File: src/rtl/seg_pkg.sv
// Shared definitions for the seven-segment scan driver.
//   FONT_TABLE   : hex nibble -> {a,b,c,d,e,f,g,dp} segment pattern (active-high)
//   SEG_ADDR_*   : register select encodings for seg_addr
//   seg_regs_t   : one register set (digits, enable mask, dp mask)
//   *_RESET      : reset values for register sets and outputs
package seg_pkg;

    localparam int unsigned DIGIT_W = 4;
    localparam int unsigned NUM_DIG = 8;
    localparam int unsigned SEG_W   = 8;

    // Index 15 is leftmost: F, E, d, C, b, A, 9 ... 0
    localparam logic [15:0][SEG_W-1:0] FONT_TABLE = {
        8'h8E, 8'h9E, 8'h7A, 8'h9C, 8'h3E, 8'hEE, 8'hF6, 8'hFE,
        8'hE0, 8'hBE, 8'hB6, 8'h66, 8'hF2, 8'hDA, 8'h60, 8'hFC
    };

    localparam logic [1:0] SEG_ADDR_LO   = 2'd0;
    localparam logic [1:0] SEG_ADDR_HI   = 2'd1;
    localparam logic [1:0] SEG_ADDR_CTRL = 2'd2;

    typedef struct packed {
        logic [NUM_DIG*DIGIT_W-1:0] digits;
        logic [NUM_DIG-1:0]         en_mask;
        logic [NUM_DIG-1:0]         dp_mask;
    } seg_regs_t;

    localparam seg_regs_t        REG_RESET = '{digits: 32'h0, en_mask: 8'hFF, dp_mask: 8'h00};
    localparam logic [SEG_W-1:0] SEG_RESET = 8'h00;
    localparam logic [NUM_DIG-1:0] TUB_RESET = 8'h00;

endpackage

File: src/rtl/seg_hex_font.sv
// Combinational hex-to-segment decoder.
//   nibble : hex digit value
//   seg_c  : {a,b,c,d,e,f,g,dp} pattern, dp always 0
module seg_hex_font
    import seg_pkg::*;
(
    input  logic [DIGIT_W-1:0] nibble,
    output logic [SEG_W-1:0]   seg_c
);

    always_comb begin
        seg_c = FONT_TABLE[nibble];
    end

endmodule

File: src/rtl/seg_scan_driver.sv
// Time-multiplexed driver for two groups of four seven-segment digits.
// A CPU writes a pending register set; it is copied to the displayed set
// only at frame boundaries so a frame never shows a half-updated value.
//   clk, rstn  : clock, synchronous active-low reset
//   seg_we     : write strobe
//   seg_addr   : 0 = digits 3..0, 1 = digits 7..4, 2 = {dp_mask, en_mask}, 3 = ignored
//   seg_wdata  : write data
//   tub_sel    : active-high digit selects
//   seg30/74   : segment patterns for digit groups 3..0 and 7..4
module seg_scan_driver
    import seg_pkg::*;
#(
    parameter int unsigned SCAN_DIV = 100000,
    parameter int unsigned DEAD_CYC = 16
)(
    input  logic                clk,
    input  logic                rstn,
    input  logic                seg_we,
    input  logic [1:0]          seg_addr,
    input  logic [15:0]         seg_wdata,
    output logic [NUM_DIG-1:0]  tub_sel,
    output logic [SEG_W-1:0]    seg30,
    output logic [SEG_W-1:0]    seg74
);

    localparam int unsigned CNT_W = (SCAN_DIV > 1) ? $clog2(SCAN_DIV) : 1;

    typedef enum logic {ST_BLANK, ST_DRIVE} state_t;

    // With no dead time every slot starts directly in DRIVE
    localparam state_t ST_INIT = (DEAD_CYC == 0) ? ST_DRIVE : ST_BLANK;

    state_t             state, state_next_c;
    logic [CNT_W-1:0]   cnt, cnt_next_c;
    logic [1:0]         idx, idx_next_c;
    seg_regs_t          pending, pending_next_c, active;
    logic               wrap_c, frame_c;
    logic [DIGIT_W-1:0] nib_lo_c, nib_hi_c;
    logic [SEG_W-1:0]   font_lo_c, font_hi_c;
    logic [NUM_DIG-1:0] tub_sel_c;
    logic [SEG_W-1:0]   seg30_c, seg74_c;

    // Slot counter, digit index and pending-register update
    always_comb begin
        wrap_c         = (cnt == CNT_W'(SCAN_DIV - 1));
        frame_c        = wrap_c && (idx == 2'd3);
        cnt_next_c     = wrap_c ? '0 : cnt + CNT_W'(1);
        idx_next_c     = wrap_c ? idx + 2'd1 : idx;
        pending_next_c = pending;
        if (seg_we) begin
            case (seg_addr)
                SEG_ADDR_LO:   pending_next_c.digits[15:0]  = seg_wdata;
                SEG_ADDR_HI:   pending_next_c.digits[31:16] = seg_wdata;
                SEG_ADDR_CTRL: begin
                    pending_next_c.en_mask = seg_wdata[7:0];
                    pending_next_c.dp_mask = seg_wdata[15:8];
                end
                default: ;
            endcase
        end
    end

    assign nib_lo_c = active.digits[{idx, 2'b00} +: DIGIT_W];
    assign nib_hi_c = active.digits[{1'b1, idx, 2'b00} +: DIGIT_W];

    seg_hex_font u_font_lo (.nibble(nib_lo_c), .seg_c(font_lo_c));
    seg_hex_font u_font_hi (.nibble(nib_hi_c), .seg_c(font_hi_c));

    // Slot FSM state register
    always_ff @(posedge clk) begin
        if (!rstn) state <= ST_INIT;
        else       state <= state_next_c;
    end

    // Slot FSM next state and next output values
    always_comb begin
        state_next_c = state;
        tub_sel_c    = '0;
        seg30_c      = SEG_RESET;
        seg74_c      = SEG_RESET;
        case (state)
            ST_BLANK: if (cnt_next_c == CNT_W'(DEAD_CYC)) state_next_c = ST_DRIVE;
            ST_DRIVE: begin
                if (wrap_c && (DEAD_CYC != 0)) state_next_c = ST_BLANK;
                tub_sel_c[idx]          = active.en_mask[idx];
                tub_sel_c[{1'b1, idx}]  = active.en_mask[{1'b1, idx}];
            end
            default: state_next_c = ST_INIT;
        endcase
        if (active.en_mask[idx])
            seg30_c = font_lo_c | {7'b0, active.dp_mask[idx]};
        if (active.en_mask[{1'b1, idx}])
            seg74_c = font_hi_c | {7'b0, active.dp_mask[{1'b1, idx}]};
    end

    // Counters, register sets and registered outputs
    always_ff @(posedge clk) begin
        if (!rstn) begin
            cnt     <= '0;
            idx     <= '0;
            pending <= REG_RESET;
            active  <= REG_RESET;
            tub_sel <= TUB_RESET;
            seg30   <= SEG_RESET;
            seg74   <= SEG_RESET;
        end else begin
            cnt     <= cnt_next_c;
            idx     <= idx_next_c;
            pending <= pending_next_c;
            // Frame boundary: take pending including any same-edge write
            if (frame_c) active <= pending_next_c;
            tub_sel <= tub_sel_c;
            seg30   <= seg30_c;
            seg74   <= seg74_c;
        end
    end

endmodule

File: config.mk
export PLATFORM = sky130hd
export DESIGN_NAME = seg_scan_driver
export DESIGN_NICKNAME = d
export VERILOG_FILES = /design/src/rtl/seg_pkg.sv /design/src/rtl/seg_hex_font.sv /design/src/rtl/seg_scan_driver.sv
export SDC_FILE = /design/constraint.sdc
export NUM_CORES = 1
export LEC_CHECK = 0
export CAP_MARGIN = 10
export CORE_AREA = 2 2 118 120
export CTS_CLUSTER_SIZE = 8
export DETAILED_ROUTE_END_ITERATION = 10
export DIE_AREA = 0 0 120 122
export HOLD_SLACK_MARGIN = 0.12
export PLACE_DENSITY = 0.66
export SYNTH_ARGS = -nofsm -noshare
export SYNTH_HDL_FRONTEND = slang
export SYNTH_SLANG_ARGS = --single-unit
File: constraint.sdc
create_clock -name clk -period 3.3 [get_ports clk]
set_input_delay 0.495 -clock clk [delete_from_list [all_inputs] [get_ports clk]]
set_output_delay 0.495 -clock clk [all_outputs]
set_load 0.01 [all_outputs]
==> flow_summary.ini, run 1 <==
[status]
status = complete, no violations

[floorplanning]
die_area_um2 = 14600
ioPinCount = 45
die_w_um = 120
core_area_um2 = 13500
die_h_um = 122
initial_core_util = 0.443
rows = 43

[sta]
fin_skew_ns = 0.00501
drv_slew = 0
setup-violations-final = 0
finalCriticalPeriod_ns = 2.59
worst_pin_slew_ns = 0.646
period_share = 0.785
slew_headroom = 0.569
fin_setup_tns_ns = 0
final-hold-violation-count = 0
rsz0062_at_grt = false
timing.fmax_mhz = 386

[pwr]
switching_share = 0.201
irDropWorstVdd_mv = 0.401
fin_total_pwr_uw = 3880
cellLeakagePower_uw = 0.00331
pwr_density_cell_nw_per_um2 = 541
p_comb_frac = 0.042
clkPwrFrac = 0.512
p_seq_frac = 0.446
p_switching_uw = 782
internal_power_uw = 3100

[synth]
synth_nets = 624
syn_inst = 584
async_flop_share = 0
ys_top_cells_by_count = dfxtp_1, nand2_1, mux2i_1, nor2b_1, o211a_1
synth_top_area_cell = dfxtp_1
ys_types = 53
ys.flop_type = dfxtp_1
synth_area_leaders = dfxtp_1, mux2i_1, o211a_1
yosysTopAreaCellShare = 0.469
yosysWarnings = 0
synth_area_um2 = 5980
synth_edf_count = 0
ys_seq_elements = 140
avgSynthCellArea_um2 = 10.2
yosysMostFrequentCell = dfxtp_1
ys_seq_area_frac = 0.469

[layout]
fillCellCount = 1127
final_layout_size_suffix_gt1_frac = 0.0987
instances_no_fill = 808
diodes = 0
fin_nets = 656
syn_to_final_growth_pct = 19.9
final_core_util = 0.531

[worst_setup_path]
reg2regPathDepth = 8
r2r_end = active[44]
cp.required_ns = 3.60
cp.arrival_ns = 2.90
critical_path_class = register to register
end_kind = register
critPathLaunchType = register
worst-r2r-setup-slack_ns = 0.71
rr_startpoint = cnt[0]
crit_fanout = 50

[cts]
cts_buffers = 17
cts_setup_buffers = 0
h-tree-depth = 4
cts-root-buf = clkbuf_16
cts_hold_buffers = 0
clk_pin_slew_ns = 0.06
worstSkewPairLatency_ns = 0.41
ctsResizeCount = 0
cts_buffer_depth = 2
cts_num_sinks = 140
cts_tree = built

[run]
max-cap-violations = 0

[placed_design]
place_congestion = 0.910
portBuffers = 44
dp_cells = 777
dp_hpwl_um = 8550

[grt]
grt-ovfl-total = 0
grt_antenna_before_repair = 0
grt_max_degree = 52
grt_pass1_wl_um = 20400
grt_usage = 0.177
grt_pass1_vias = 3952

[route]
ant_nets = 0
drc = 0
wirelength_um = 12400
routedWlPerCell_um = 15.3
drt_iter0_markers = 367
via_count = 4232
viasPerCell = 5.24
drtPass1Iterations = 5

[worst_hold_path]
whs_path_depth = 2
hold_end = pending[13]
min_from = pending[13]
hold_path.class = register to register
worst max path at each step:
stage                      end  slack [ns]  cells past startpoint  startpoint
finish              active[44]        0.71                      8      cnt[0]
global route         active[4]        0.51                      8      cnt[0]
CTS                 active[44]        0.72                      8      cnt[0]
detailed placement  active[44]        0.76                      8      cnt[0]
global placement    active[46]        0.85                      8      cnt[0]
floorplan             seg30[4]        1.20                      8      idx[0]
worst max-delay path, stage by stage, from the launching register on:
cell and delay (ns):
dfxtp_1 0.43, ha_1 0.26, and4_2 0.28, nand2_1 0.12, nor3_4 0.31, and2_2 0.56
buf_12 0.29, nand2_1 0.08, o211a_1 0.13
cells in the final DEF, fill, tap and decap left out, types with 3 or more instances in the layout:
cell type	n
clkbuf_16	17
xnor2_1	7
mux2i_1	53
inv_1	17
nand2_1	70
a221oi_1	6
nand2b_1	7
nor3_1	6
a31oi_1	4
and2_1	6
clkdlybuf4s50_1	43
o21ai_0	5
buf_4	8
nand3_1	7
o211ai_1	9
mux4_2	12
and3_1	10
a21oi_1	3
nor2b_1	42
ha_1	19
dfxtp_1	140
nor2_1	36
xor2_1	9
nand4_1	5
o211a_1	40
bufinv_16	4
per-layer routing:
layer	global-route usage	wire (um)
met5	0	0
met3	0.0449	436
met4	0.0529	148
met1	0.250	6270
met2	0.269	5500
sequential cells by signal, indices dropped and copies added (netlist names):
| register | flops |
|---|---|
| idx | 2 |
| pending | 48 |
| cnt | 17 |
| active | 48 |
| seg30 | 8 |
| seg74 | 8 |
| tub_sel | 8 |
| state | 1 |
per-stage QoR:
| stage | area, um2 | hold WS, ns | worst slack [ns] |
|---|---|---|---|
| after CTS | 7170 | 0.476 | 0.717 |
| final | 7170 | 0.476 | 0.708 |
| after global routing | 7170 | 0.500 | 0.513 |
| after floorplan | 5980 | 0.442 | 1.20 |
| after global placement | 6550 | 0.453 | 0.851 |
| after detailed placement | 6550 | 0.461 | 0.765 |
cell type report:
type                       count  area, um2  share of cell area
timing repair buffer          53        515              0.0719
clock buffer                  21        460              0.0642
multi-input combinational    387       2940               0.410
tap                          180        225              0.0314
inverter                      17       63.8             0.00890
sequential                   140       2800               0.391
clock inverter                10        164              0.0229
power groups by stage:
stage                     registers [uW]  logic, uW  clock network [uW]
after detailed placement            1770        162                   0
after CTS                           1730        163                2010
after global routing                1740        178                2100
final                               1730        162                1990
after global placement              1770        161                   0
after floorplan                     1770       88.2                   0
logic make-up after synthesis:
logic type,Yosys count,synth area share
xor+xnor,16,0.0234
buf+inv,57,0.0406
compound gates,81,0.118
flops,140,0.469
fa+ha+maj,19,0.0397
simple gates,205,0.174
mux,66,0.136
No activity file was read; power rests on OpenSTA's default activity.
==> run 2, diff against run 1 <==
==> constraint.sdc (replaced) <==
create_clock -name clk -period 2.65 [get_ports clk]
set_input_delay 0.3975 -clock clk [delete_from_list [all_inputs] [get_ports clk]]
set_output_delay 0.3975 -clock clk [all_outputs]
set_load 0.01 [all_outputs]
==> run 2 against run 1 <==
Net effect:
- cell area shrank 0.35%
- fmax grew 16%
- sequential cell count is the same
- power grew 20%
- final cell count grew 0.25%
- clock power grew 15%
- critical endpoint is now active[13]
- largest cell class unchanged
- highest routed layer unchanged
==> flow_summary.ini, run 2 (synthesis gave the netlist of run 1 again) <==
[layout]
final_core_util = 0.529
syn_to_final_growth_pct = 19.5
multi_input_area_um2 = 2940
fillCellCount = 1174
diodes = 0
final_common_cell = dfxtp_1
fin_nets = 657
mostFrequentLayoutCells = dfxtp_1, nand2_1, mux2i_1, clkdlybuf4s50_1, nor2b_1
seq_area_um2 = 2800
final_layout_size_suffix_gt1_frac = 0.102
instances_no_fill = 810
finalInstanceArea_um2 = 7150
top_regs = active x48, pending x48, cnt x17

[grt]
grt-ovfl-total = 0
grt_pass1_wl_um = 20100
grt_antenna_before_repair = 0
grt_max_degree = 81
grt_pass1_vias = 4010
grt_usage = 0.177

[sta]
final-hold-violation-count = 0
worst_pin_slew_ns = 0.580
rsz0062_at_grt = false
slew_headroom = 0.613
fin_skew_ns = 0.00655
timing.fmax_mhz = 449
period_share = 0.841
hold_slack_ns = 0.375
drv_slew = 0
setup-violations-final = 0
fin_setup_tns_ns = 0
finalCriticalPeriod_ns = 2.23

[worst_hold_path]
whs_path_depth = 2
min_from = rstn
hold_end = active[7]
hold_path.class = input pin to register

[worst_setup_path]
rr_startpoint = cnt[0]
end_kind = register
critPathLaunchType = register
worst-r2r-setup-slack_ns = 0.42
reg2regPathDepth = 6
cp.required_ns = 2.92
cp.arrival_ns = 2.50
crit_fanout = 16
critical_path_class = register to register
r2r_end = active[13]

[cts]
worstSkewPairLatency_ns = 0.42
clk_pin_slew_ns = 0.06
cts_num_sinks = 140
ctsResizeCount = 0
h-tree-depth = 4
cts_setup_buffers = 0
cts_hold_buffers = 0
cts-root-buf = clkbuf_16
cts_buffer_depth = 2
cts_buffers = 17
cts_tree = built

[route]
wirelength_um = 12200
drc = 0
viasPerCell = 5.24
routedWlPerCell_um = 15.1
ant_nets = 0
drtPass1Iterations = 5
via_count = 4243
drt_iter0_markers = 248

[placed_design]
portBuffers = 44
dp_hpwl_um = 8230
placed_cell_area_um2 = 6570
place_congestion = 0.879
dp_cells = 778

[floorplanning]
die_area_um2 = 14600
die_h_um = 122
ioPinCount = 45
core_area_um2 = 13500
die_w_um = 120
rows = 43
initial_core_util = 0.443

[pwr]
pwr_density_cell_nw_per_um2 = 650
irDropWorstVdd_mv = 0.424
cellLeakagePower_uw = 0.00328

[run]
max-cap-violations = 0

[status]
status = complete, no violations
## run 2: changes by cell type in the layout (fill, tap and decap cells not counted), sizes merged
| cell | change |
|---|---|
| buf | +1 |
| clkinvlp | +3 |
| inv | -1 |
| clkinv | +1 |
| bufinv | -2 |
## run 2: cell type report
cell class / instances / share of cell area
Timing Repair Buffer: 54 / 0.0749
Sequential cell: 140 / 0.392
Inverter: 17 / 0.00893
Tap cell: 180 / 0.0315
Multi-Input combinational cell: 387 / 0.412
Clock inverter: 11 / 0.0166
Clock buffer: 21 / 0.0644
## run 2: where the power goes
| part | leakage (uW) | switching (uW) | internal [uW] | total [uW] |
|---|---|---|---|---|
| logic | 0.00187 | 105 | 96.5 | 202 |
| registers | 0.00114 | 13.9 | 2140 | 2160 |
| clock network | 0.000275 | 861 | 1430 | 2290 |
| total | 0.00328 | 980 | 3670 | 4650 |
## run 2: metrics by stage
stage	power, uW	worst slack, ns
2_1_floorplan	2320	0.549
5_1_grt	4820	0.242
4_1_cts	4690	0.451
3_3_place_gp	2400	0.529
6_report	4650	0.422
3_5_place_dp	2410	0.455
## run 2: worst max-delay path, stage by stage, from the launching register on
cell	delay [ns]
dfxtp_1	0.42
ha_1	0.26
and4_2	0.28
nand2_1	0.06
or4_1	0.78
nand2_1	0.18
o211ai_1	0.10
## run 2: how the worst max path moves through the flow
stage,from,endpoint,slack (ns)
4_1_cts,idx[0],seg74[4],0.45
5_1_grt,cnt[0],cnt[6],0.24
6_report,cnt[0],active[13],0.42
2_1_floorplan,idx[0],seg30[4],0.55
3_3_place_gp,idx[0],seg74[4],0.53
3_5_place_dp,cnt[0],active[14],0.45
## run 2: per-layer routing
metal | GRT usage | part of all wire
met4 | 0.0846 | 0.014
met2 | 0.266 | 0.46
met5 | 0 | 0
met3 | 0.0398 | 0.038
met1 | 0.242 | 0.49
==> run 3, diff against run 2 <==
--- a/config.mk
+++ b/config.mk
@@ -11,7 +11,7 @@
 export DETAILED_ROUTE_END_ITERATION = 10
 export DIE_AREA = 0 0 120 122
 export HOLD_SLACK_MARGIN = 0.12
-export PLACE_DENSITY = 0.66
+export PLACE_DENSITY = 0.68
 export SYNTH_ARGS = -nofsm -noshare
 export SYNTH_HDL_FRONTEND = slang
 export SYNTH_SLANG_ARGS = --single-unit
==> constraint.sdc (replaced) <==
create_clock -name clk -period 1.9 [get_ports clk]
set_input_delay 0.285 -clock clk [delete_from_list [all_inputs] [get_ports clk]]
set_output_delay 0.285 -clock clk [all_outputs]
set_load 0.01 [all_outputs]
==> run 3 against run 2 <==
Net effect:
- the flow now finishes with violations (negative setup slack)
- core utilization rose by 5.4 points
- sequential power rose by 39%
- first-iteration DRC count rose by 10%
- wire length rose by 16%
- clock-buffer cell count rose by 1
- worst hold slack got worse by 0.074 ns
- cell area rose by 10%
- non-clock buffer count rose by 35
- clock power rose by 62%
- fmax rose by 17%
- final cell count rose by 4.4%
- highest routed layer unchanged
==> flow_summary.ini, run 3 (synthesis gave the netlist of run 1 again) <==
[pwr]
switching_share = 0.202
p_switching_uw = 1420
irDropWorstVdd_mv = 0.687
p_comb_frac = 0.045
clkPwrFrac = 0.527
cellLeakagePower_uw = 0.00363
p_seq_frac = 0.427
internal_power_uw = 5620
pwr_density_cell_nw_per_um2 = 893

[sta]
finalCriticalPeriod_ns = 1.91
fin_ws_ns = -0.0106
worst_pin_slew_ns = 0.441
rsz0062_at_grt = true
setup-violations-final = 1
drv_slew = 0
final-hold-violation-count = 0
fin_skew_ns = 0.00977
slew_headroom = 0.703
period_share = 1.01
timing.fmax_mhz = 523

[layout]
mostFrequentLayoutCells = dfxtp_1, nand2_1, mux2i_1, clkdlybuf4s50_1, nor2b_1
syn_to_final_growth_pct = 31.8
fin_nets = 694
finalInstanceArea_um2 = 7880
instances_no_fill = 846
diodes = 0
fillCellCount = 1075
final_layout_size_suffix_gt1_frac = 0.192
top_regs = active x48, pending x48, cnt x17
multi_input_area_um2 = 3150
final_common_cell = dfxtp_1
seq_area_um2 = 2810

[cts]
cts_tree = built
cts_num_sinks = 140
h-tree-depth = 4
cts_hold_buffers = 0
worstSkewPairLatency_ns = 0.42
cts_buffer_depth = 2
cts_buffers = 17
clk_pin_slew_ns = 0.06
cts-root-buf = clkbuf_16

[worst_setup_path]
worstSetupStartpoint = idx[0]
rr_startpoint = idx[0]
worstPathCellList = mux4_2 -> buf_6 -> buf_4 -> ha_2 -> inv_2 -> mux2i_1 -> nor2_1 -> a311oi_2
worst-r2r-setup-slack_ns = -0.01
crit_path_end = seg74[6]
timing.critical_path.buf_inv = 3
critical_path_class = register to register
end_kind = register
cp.depth = 8
cp.required_ns = 2.19
crit_path_top_delay_cell = mux4_2
r2r_end = seg74[6]
cpPeakStageDelay_ns = 0.55
critPathTopFamily = multiplexers
cp.arrival_ns = 2.20
reg2regPathDepth = 8
crit_fanout = 7
critPathLaunchType = register

[grt]
grt_pass1_wl_um = 21100
grt-ovfl-total = 0
grt_max_degree = 82
grt_pass1_vias = 4274
grt_usage = 0.185
grt_antenna_before_repair = 0

[route]
viasPerCell = 5.33
routedWlPerCell_um = 16.8
drc = 0
ant_nets = 0
drt_iter0_markers = 274
wirelength_um = 14200
drtPass1Iterations = 4
via_count = 4510

[placed_design]
place_congestion = 0.896
dp_hpwl_um = 9060
portBuffers = 44
dp_cells = 801
placed_cell_area_um2 = 6840

[status]
violations = negative setup slack
status = complete, but fails checks

[floorplanning]
die_w_um = 120
core_area_um2 = 13500
die_area_um2 = 14600
rows = 43
initial_core_util = 0.443
ioPinCount = 45
die_h_um = 122

[run]
max-cap-violations = 0

[worst_hold_path]
hold_path.class = input pin to register
min_from = rstn
## run 3: changes by cell type in the layout (fill, tap and decap cells not counted), moves of 5 or more
cell | before | now
buf_4 | 8 | 27
buf_6 | 0 | 5
ha_1 | 19 | 10
inv_1 | 17 | 11
buf_12 | 2 | 11
ha_4 | 0 | 5
## run 3: worst min path at each step
stage / endpoint / slack (ns) / cells past startpoint
after floorplan: pending[10] / 0.43 / 2
after global routing: cnt[4] / 0.32 / 3
after CTS: cnt[4] / 0.27 / 3
after global placement: pending[11] / 0.45 / 2
final: cnt[4] / 0.30 / 3
after detailed placement: pending[10] / 0.47 / 2
## run 3: per-stage QoR
step / utilization / hold slack, ns / power (uW) / setup TNS, ns / setup WS, ns
finish: 0.584 / 0.302 / 7040 / -0.0106 / -0.0106
global route: 0.584 / 0.319 / 7240 / -0.718 / -0.0994
CTS: 0.559 / 0.271 / 7070 / -0.00593 / -0.00593
floorplan: - / 0.430 / 3230 / -0.00728 / -0.00728
detailed placement: 0.506 / 0.472 / 3380 / -0.0906 / -0.0906
global placement: 0.506 / 0.454 / 3380 / 0 / 0.0409
## run 3: layout make-up
class                      count  area share
tap                          180      0.0286
clock buffer                  22      0.0614
clock inverter                 9      0.0232
timing repair buffer          89       0.122
multi-input combinational    389       0.399
inverter                      17     0.00873
sequential                   140       0.356
## run 3: per-layer routing
layer	part of all wire	routed length [um]	up-vias	track usage
li1	-	-	2189	-
met1	0.47	6640	2206	0.246
met2	0.47	6650	98	0.287
met3	0.050	706	17	0.0557
met4	0.012	174	0	0.0618
met5	0	0	-	0
## run 3: power groups by stage
stage               combinational [uW]  sequential, uW  clock, uW
floorplan                          154            3080          0
global placement                   308            3070          0
detailed placement                 313            3070          0
CTS                                316            3010       3750
global route                       345            3010       3890
finish                             320            3010       3710
## run 3: worst register-to-register path: cells and delay by family (launching register included)
family,cells,cell delay (ns)
compound gates,1,0.05
mux,2,0.62
fa+ha+maj,1,0.16
flops,1,0.42
simple gates,1,0.16
buf+inv,3,0.36
## run 3: what timing repair did
item,in CTS,in global routing
pin swaps,0,14
resized for setup,3,39
setup buffers,4,6
gates cloned,0,4
setup endpoints to repair,3,61
